$ cat config.mk
export PLATFORM = sky130hd
export DESIGN_NAME = apb_master_ctrl
export DESIGN_NICKNAME = d
export VERILOG_FILES = /design/src/rtl/apb_master_ctrl.sv
export SDC_FILE = /design/constraint.sdc
export NUM_CORES = 1
export LEC_CHECK = 0
export BUFFER_PORTS_ARGS = -buffer_cell sky130_fd_sc_hd__buf_2
export CELL_PAD_IN_SITES_DETAIL_PLACEMENT = 0
export CELL_PAD_IN_SITES_GLOBAL_PLACEMENT = 2
export CORE_MARGIN = 5
export CORE_UTILIZATION = 27
export CTS_CLUSTER_DIAMETER = 30
export DETAILED_ROUTE_END_ITERATION = 16
export PLACE_DENSITY = 0.79
export SLEW_MARGIN = 5
export SYNTH_ARGS = -nofsm -noshare
export SYNTH_HDL_FRONTEND = slang
export SYNTH_SLANG_ARGS = --single-unit
$ cat constraint.sdc
create_clock -name PCLK -period 2.7 [get_ports PCLK]
set_clock_uncertainty 0.15 [all_clocks]
set_input_delay 0.27 -clock PCLK [delete_from_list [all_inputs] [get_ports PCLK]]
set_output_delay 0.27 -clock PCLK [all_outputs]
set_load 0.02 [all_outputs]
$ cat src/rtl/apb_master_ctrl.sv
// Single-outstanding APB master: accepts one host request, runs SETUP/ACCESS on the
// slave selected by the upper address bits, and returns data/status as a one-cycle strobe.
module apb_master_ctrl #(
    parameter int DWIDTH  = 8,
    parameter int AWIDTH  = 8,
    parameter int NSLV    = 4,
    parameter int TIMEOUT = 15
) (
    input  logic                     PCLK,
    input  logic                     PRESETn,
    input  logic                     req_valid,
    output logic                     req_ready,
    input  logic                     req_write,
    input  logic [AWIDTH-1:0]        req_addr,
    input  logic [DWIDTH-1:0]        req_wdata,
    output logic                     rsp_valid,
    output logic [DWIDTH-1:0]        rsp_rdata,
    output logic                     rsp_err,
    output logic [AWIDTH-1:0]        PADDR,
    output logic [NSLV-1:0]          PSEL,
    output logic                     PENABLE,
    output logic                     PWRITE,
    output logic [DWIDTH-1:0]        PWDATA,
    input  logic [NSLV*DWIDTH-1:0]   PRDATA,
    input  logic [NSLV-1:0]          PREADY
);
    localparam int SW = $clog2(NSLV);
    localparam int CW = (TIMEOUT > 0) ? $clog2(TIMEOUT + 1) : 1;
    localparam logic [CW-1:0] CNT_MAX = {CW{1'b1}};
    localparam logic [CW-1:0] TO_VAL  = CW'(TIMEOUT);

    typedef enum logic [1:0] {IDLE, SETUP, ACCESS, RESP} state_t;

    state_t              state_q, state_d;
    logic [CW-1:0]       cnt_q, cnt_d;
    logic [AWIDTH-1:0]   paddr_q, paddr_d;
    logic                pwrite_q, pwrite_d;
    logic [DWIDTH-1:0]   pwdata_q, pwdata_d;
    logic [DWIDTH-1:0]   rsp_rdata_q, rsp_rdata_d;
    logic                rsp_err_q, rsp_err_d;

    logic [SW-1:0]       idx;
    logic                sel_phase;
    logic                pready_sel;
    logic [DWIDTH-1:0]   prdata_sel;
    logic [DWIDTH-1:0]   prdata_slv [NSLV];

    // The slave index lives in the held address, so no separate index register is needed.
    assign idx       = paddr_q[AWIDTH-1 -: SW];
    assign sel_phase = (state_q == SETUP) || (state_q == ACCESS);

    generate
        for (genvar gi = 0; gi < NSLV; gi++) begin : g_slv
            assign prdata_slv[gi] = PRDATA[gi*DWIDTH +: DWIDTH];
            assign PSEL[gi]       = sel_phase && (idx == SW'(gi));
        end
    endgenerate

    assign pready_sel = PREADY[idx];
    assign prdata_sel = prdata_slv[idx];

    always_comb begin
        state_d     = state_q;
        cnt_d       = cnt_q;
        paddr_d     = paddr_q;
        pwrite_d    = pwrite_q;
        pwdata_d    = pwdata_q;
        rsp_rdata_d = rsp_rdata_q;
        rsp_err_d   = rsp_err_q;
        case (state_q)
            IDLE: begin
                if (req_valid) begin
                    paddr_d  = req_addr;
                    pwrite_d = req_write;
                    pwdata_d = req_wdata;
                    state_d  = SETUP;
                end
            end
            SETUP: begin
                cnt_d   = '0;
                state_d = ACCESS;
            end
            ACCESS: begin
                if (pready_sel) begin
                    rsp_rdata_d = pwrite_q ? '0 : prdata_sel;
                    rsp_err_d   = 1'b0;
                    state_d     = RESP;
                end else if ((TIMEOUT != 0) && (cnt_q == TO_VAL)) begin
                    rsp_rdata_d = '0;
                    rsp_err_d   = 1'b1;
                    state_d     = RESP;
                end else if (cnt_q != CNT_MAX) begin
                    // Saturate so a disabled timeout never wraps the counter.
                    cnt_d = cnt_q + 1'b1;
                end
            end
            RESP: begin
                state_d = IDLE;
            end
            default: begin
                state_d = IDLE;
            end
        endcase
    end

    always_ff @(posedge PCLK or negedge PRESETn) begin
        if (!PRESETn) begin
            state_q     <= IDLE;
            cnt_q       <= '0;
            paddr_q     <= '0;
            pwrite_q    <= 1'b0;
            pwdata_q    <= '0;
            rsp_rdata_q <= '0;
            rsp_err_q   <= 1'b0;
        end else begin
            state_q     <= state_d;
            cnt_q       <= cnt_d;
            paddr_q     <= paddr_d;
            pwrite_q    <= pwrite_d;
            pwdata_q    <= pwdata_d;
            rsp_rdata_q <= rsp_rdata_d;
            rsp_err_q   <= rsp_err_d;
        end
    end

    assign req_ready = (state_q == IDLE);
    assign rsp_valid = (state_q == RESP);
    assign rsp_rdata = rsp_rdata_q;
    assign rsp_err   = rsp_err_q;
    assign PENABLE   = (state_q == ACCESS);
    assign PADDR     = paddr_q;
    assign PWRITE    = pwrite_q;
    assign PWDATA    = pwdata_q;

endmodule

-- Word level (Yosys, flattened, before mapping)
Index checks and enable logic that the tools add are counted.
- register bits: 32
- bits of input ports: 56
- output and inout bits: 33
- logic and storage cells: 55
- add/subtract/negate cells: 1
- order comparisons: 2
- eq/ne operators: 13
- muxes and demuxes: 18
- bitwise operators: 1
- reductions and logical operators: 13
- operators with widths (kind ; number):
    8-bit 2-to-1 mux ; 5
    8-bit binary-select mux with 2-bit select ; 1
    4-bit 2-to-1 mux ; 3
    2-bit == test, second input constant ; 4
    2-bit one-hot mux with 4 select lines ; 1
    4-bit one-hot mux with 2 select lines ; 1
    2-bit 2-to-1 mux ; 3
    2-bit != test, second input constant ; 3
    2-bit AND reduction ; 3
    4-bit by 1-bit adder with 4-bit output, second input constant ; 1
    2-bit by 1-bit == test with 1-bit output, second input constant ; 2
    4-bit == test, second input constant ; 1
    1-bit logical AND ; 4
    2-bit logical NOT ; 2
    4-bit != test, second input constant ; 1
    4-bit AND reduction ; 1
    2-bit nonzero test ; 2
    3-bit >= comparator, second input constant ; 1
    2-bit by 3-bit less-than comparator with 1-bit output, second input constant ; 1
    1-bit 2-to-1 mux ; 3
    3-bit by 1-bit != test with 1-bit output, second input constant ; 1
    2-bit inverter with 3-bit output ; 1
    1-bit binary-select mux with 2-bit select ; 1
    2-bit by 1-bit != test with 1-bit output, second input constant ; 1
    1-bit logical OR ; 1

-- Depth between registers and ports, before layout
- depth after elaboration: 6
- depth in mapped cells: 6
- gate-level depth less buffers: 5

-- Worst setup path before layout
OpenSTA, ideal clock, no wires.
- path kind: reg2reg
- start point: register paddr_q[6], in the netlist PADDR[6]
- end point: register state_q[1]
- library setup time: 128 ps
- data arrival time: 1839 ps
- required time: 2422 ps
- path slack: 583 ps
- stages on the path, launching flop included: 6
- path buffers: 2
- clock period less this slack: 2117 ps
- cells stage by stage: dfrtp_1 -> buf_6 -> mux4_2 -> buf_6 -> o32ai_4 -> mux2_1
- cells in the longest elaborated chain, start to end: 4
- elaborated cells between the ends (all ways): 6
- classes of those cells: 1 x eq/ne; 4 x mux; 1 x reduce/logical
- RTL lines (what ; line ; text):
    start: declaration ; 36 ; logic [AWIDTH-1:0] paddr_q, paddr_d;
    start signal: assignment ; 118 ; paddr_q <= paddr_d;
    1-bit binary-select mux with 2-bit select (*) ; 59 ; assign pready_sel = PREADY[idx];
    1-bit 2-to-1 mux (implied by the code) (*) ; 59 ;
    2-bit 2-to-1 mux or 3-bit by 1-bit != test with 1-bit output (tied branches) ; n/a ;
    2-bit one-hot mux with 4 select lines or 2-bit AND reduction (tied branches) ; n/a ;
    end signal: assignment ; 116 ; state_q <= state_d;
    end: declaration ; 34 ; state_t state_q, state_d;
Every way passes the cells marked *; elsewhere a longest branch is shown, timed or not. The select of a mux whose other input is x is not followed.
A chain may end at the register's enable or synchronous reset.

-- Worst setup path after layout
- start point: register state_q[0]
- end point: register cnt_q[2]
- cells in the longest elaborated chain, start to end: 3
- elaborated cells between the ends (all ways): 8
- classes of those cells: 5 x eq/ne; 1 x mux; 2 x reduce/logical
- RTL lines (what ; line ; text):
    2-bit == test or 2-bit by 1-bit == test with 1-bit output (tied branches) ; 70 ; case (state_q)
    2-bit by 1-bit != test with 1-bit output (no line), or another cell as far along ; n/a ;
    4-bit AND reduction (no line) ; n/a ;
    end signal: assignment ; 117 ; cnt_q <= cnt_d;
    end: declaration ; 35 ; logic [CW-1:0] cnt_q, cnt_d;
Several ways; a longest one is shown, not always the timed one.

==> results.txt <==
The flow ran to the end, and the final reports show no timing, DRC or antenna violations. The final-report max-slew violation count came out at 0. Counting every instance in the synthesized netlist gives between 100 and 150. The worst-case vdd ir drop is around 0.00040 V.

The max-cap check violation count is 0. The proportion of netlist area held by the largest area contributor came out at roughly half. The critical path endpoint category is a flop. In this run the critical register-to-register path is captured at cnt_q[2]. For this design the ratio of total power to cell area is 1182 mW/mm². The number of remaining DRC errors came out at 0.

The worst-case headroom to the max-slew limit came out at a little over 50%. The transition time at the pin with the least slew margin is between 0.7 and 0.8 ns. The post-synthesis instance area came out at approximately 0.0016 mm². Setup repair after global routing left no endpoint under its margin. The average footprint of a synthesized cell came out at 13.73 µm². The total negative setup slack came out at 0 ns. The path length in cells of the critical path came out at 5. The most numerous cell type found on the critical path is sky130_fd_sc_hd__inv_1. Measured against the total synthesized area, the mux share comes to 25.28%. The post-detailed-route count of antenna-violating nets is 0.

The area added between synthesis and finish came out at 39.56%. The total chip power is 2.719 mW. The number of buffers inserted to repair setup after CTS is 0. The critical path in this run is classified as reg2reg. The clock drives 32 sinks. The post-synthesis net count came out at roughly 180. The TritonCTS clock tree is yes. The synthesis-stage register bit count came out at 32. The type of element launching the critical path is a flop.

The adder and majority gate portion of the synthesized area is approximately 3.8%. The routed layout has roughly 1300 vias. The maximum number of pins on one net before global-route repair came out at 33. After synthesis, the largest family of logic cells by area is multiplexers. The share of the clock period used by the worst path came out at approximately four fifths. The post-route minimum period is approximately 2.2 ns. In this run the worst setup path terminates at cnt_q[2]. The stage delay of the slowest cell on the critical path is 0.55 ns. The worst-case reg-to-reg path depth came out at 5. At the worst endpoint, the arrival time is ~2.2 ns. The path class of the tightest hold or removal check is in2reg. The required arrival time at the worst endpoint is between 2 and 3 ns. The full die area came out at 0.007765 mm². The maximum buffer depth of the clock tree came out at 2. The per-cell routed wire length came out at 15.26 µm. The pre-CTS setup slack came out at approximately 0.54 ns.

The area inside the core boundary is roughly 0.006 mm². The share of the core filled with cells in the final layout is approximately 39%. The largest driver fanout on the critical path came out at 12. The number of buffer and inverter instances along the worst setup path is 2. The net count of the finished layout came out at around 270. The setup slack of the critical path after layout came out at 0.5399 ns.

The die boundary width came out at 88.12 µm. The xor and xnor fraction of the mapped netlist area came out at 0%. The number of distinct library cells after synthesis is 28. Post-CTS repair changed the size of 0 cells. The diode insertion count for antenna repair came out at 0. The synthesized netlist devotes 10.10% of its cell area to compound gates. The final wirelength is about 4.4 mm. The proportion of layout cells with a drive suffix above 1 came out at 58.69%.

The DRC violation total after the first TritonRoute iteration came out at 48. Row generation in the floorplan step produced 28 rows. Walking the worst path, the cells encountered are inv_1, ha_1, inv_1, or4_1, and3_1. The number of global-route vias before repair came to about 1400. The reg2reg setup slack came out at 0.54 ns. The number of I/O pins is a little under 90.

The number of cells on the worst hold path is 2. The maximum clock rate is roughly 0.46 GHz. The later pin in the worst-skew pair is clocked with a latency of around 0.28 ns. The wire-length estimate of the detail-placed layout is 3.460 mm. The placer congestion estimate came out at just over 0.7. Before antenna repair, the detailed router went through 4 iterations. The slowest stage of the critical path is the sky130_fd_sc_hd__or4_1 cell.

Summed over all cells, the static leakage comes to between 1 and 1.5 nW. The worst hold slack after final layout is roughly 0.067 ns. Clock tree synthesis selected as its root buffer the cell sky130_fd_sc_hd__clkbuf_8. After synthesis, flip-flops and latches occupy between 40 and 50% of the total area. The beginning of the worst register-to-register path is state_q[0]. The total clock buffers created by CTS is 5. The H-tree depth reported by CTS is 2.

The global route total overflow came out at 0. The hold violation total from the final report is 0. Of all cell types, the one taking the most synthesized area is sky130_fd_sc_hd__dfrtp_1.

Yosys printed 0 warnings. The count of buffers inserted at the top-level ports is 88. The initial antenna violation count came out at 0.

By area the synthesized netlist is led by sky130_fd_sc_hd__dfrtp_1 (49%), sky130_fd_sc_hd__mux2_2 (12%), sky130_fd_sc_hd__mux4_2 (8.2%). The basic-gate share of the synthesized area counting and, or, nand and nor cells came out at between 7 and 8%. The number of vias per cell after detailed routing is between 4 and 5. The effective utilization at floorplan is about 28%. The cell class contributing the biggest share of worst-path delay is simple AND/OR/NAND/NOR gates.

Across every metal layer, demand over resource in global routing totals approximately 11%. The number of setup violations in the final report is 0. The critical path starts at state_q[0]. The wire length of the first global-routing pass came out at about 6.8 mm. The clock-pin slew reported for the worst setup and hold paths after clock tree synthesis came out at ~0.07 ns. The vertical die dimension is 88.12 µm.
-- registers in the layout (all words and copies together), names as in the netlist --
| signal | cells |
|---|---|
| PADDR | 8 |
| PWDATA | 8 |
| cnt_q | 4 |
| rsp_rdata | 8 |
| rsp_err | 1 |
| state_q | 2 |
| PWRITE | 1 |
-- Yosys cell counts --
master / count
sky130_fd_sc_hd__a21oi_1: 2
sky130_fd_sc_hd__a22o_1: 8
sky130_fd_sc_hd__a22oi_1: 1
sky130_fd_sc_hd__a31oi_1: 1
sky130_fd_sc_hd__and3_1: 4
sky130_fd_sc_hd__and3b_1: 1
sky130_fd_sc_hd__buf_6: 2
sky130_fd_sc_hd__clkbuf_1: 5
sky130_fd_sc_hd__dfrtp_1: 32
sky130_fd_sc_hd__ha_1: 5
sky130_fd_sc_hd__inv_1: 8
sky130_fd_sc_hd__mux2_1: 1
sky130_fd_sc_hd__mux2_2: 17
sky130_fd_sc_hd__mux4_1: 3
sky130_fd_sc_hd__mux4_2: 6
sky130_fd_sc_hd__nand2_1: 5
sky130_fd_sc_hd__nand3_1: 3
sky130_fd_sc_hd__nor2_1: 1
sky130_fd_sc_hd__nor3b_1: 2
sky130_fd_sc_hd__nor3b_2: 1
sky130_fd_sc_hd__o211ai_1: 1
sky130_fd_sc_hd__o21ai_0: 4
sky130_fd_sc_hd__o21ai_2: 1
sky130_fd_sc_hd__o311ai_1: 1
sky130_fd_sc_hd__o32ai_4: 1
sky130_fd_sc_hd__or3_1: 1
sky130_fd_sc_hd__or4_1: 2
sky130_fd_sc_hd__or4b_1: 1
-- cells by family after synthesis --
logic type                 Yosys count
DFF                                 32
buffers and inverters               15
AOI/OAI and AO/OA                   20
and+or+nand+nor                     21
muxes                               27
adders and majority gates            5
-- how the worst min path moves through the flow --
| stage | from | to | slack [ns] |
|---|---|---|---|
| 2_1_floorplan | PRESETn | PADDR[0] | -0.18 |
| 3_3_place_gp | PRESETn | cnt_q[3] | 0.23 |
| 3_5_place_dp | PRESETn | cnt_q[3] | 0.23 |
| 4_1_cts | req_addr[2] | PADDR[2] | 0.06 |
| 5_1_grt | req_addr[5] | PADDR[5] | 0.06 |
| 6_report | req_addr[2] | PADDR[2] | 0.07 |
-- cells in the final DEF (no fill, tap or decap), types with 3 or more instances in the layout --
cell / n
sky130_fd_sc_hd__clkbuf_8: 7
sky130_fd_sc_hd__nand3_1: 3
sky130_fd_sc_hd__mux2_2: 17
sky130_fd_sc_hd__inv_1: 8
sky130_fd_sc_hd__a22o_1: 8
sky130_fd_sc_hd__dfrtp_1: 32
sky130_fd_sc_hd__buf_2: 88
sky130_fd_sc_hd__mux4_2: 6
sky130_fd_sc_hd__o21ai_0: 4
sky130_fd_sc_hd__buf_4: 3
sky130_fd_sc_hd__and3_1: 4
sky130_fd_sc_hd__mux4_1: 3
sky130_fd_sc_hd__ha_1: 5
sky130_fd_sc_hd__nand2_1: 5
-- metrics by stage --
step	std cells	area [µm²]
global placement	279	2163
detailed placement	279	2163
global route	288	2300
finish	288	2300
CTS	288	2300
floorplan	120	1648
-- layer usage --
| metal | share of wire [%] | up-vias | wire (µm) | global-route usage [%] |
|---|---|---|---|---|
| met5 | 0 | - | 0 | 0 |
| met3 | 6.4 | 5 | 281 | 3.293 |
| li1 | - | 634 | - | - |
| met4 | 0.96 | 0 | 42 | 3.297 |
| met2 | 50 | 44 | 2197 | 18.97 |
| met1 | 43 | 648 | 1873 | 14.54 |
-- where the power goes --
part / total, mW / switching, mW / leakage [nW] / internal (mW)
clock network: 0.502 / 0.176 / 0.0645 / 0.326
registers: 0.806 / 0.119 / 0.396 / 0.686
logic: 1.41 / 0.787 / 0.693 / 0.625
total: 2.72 / 1.08 / 1.15 / 1.64
-- timing repair --
action / CTS / global route
hold endpoints to repair: 32 / 0
endpoints found under the setup margin: 0 / 0
hold buffers: 1 / 0
-- final cells by class --
| type | instances | area [µm²] |
|---|---|---|
| fillers | 581 | 3621 |
| well taps | 75 | 93.84 |
| clock inverters | 1 | 30.03 |
| inverters | 8 | 30.03 |
| flip-flops and latches | 32 | 800.8 |
| multi-input cells | 73 | 775.7 |
| clock buffers | 7 | 96.34 |
| repair buffers | 92 | 473.0 |
Note: power is estimated with default switching activity, not from simulation.
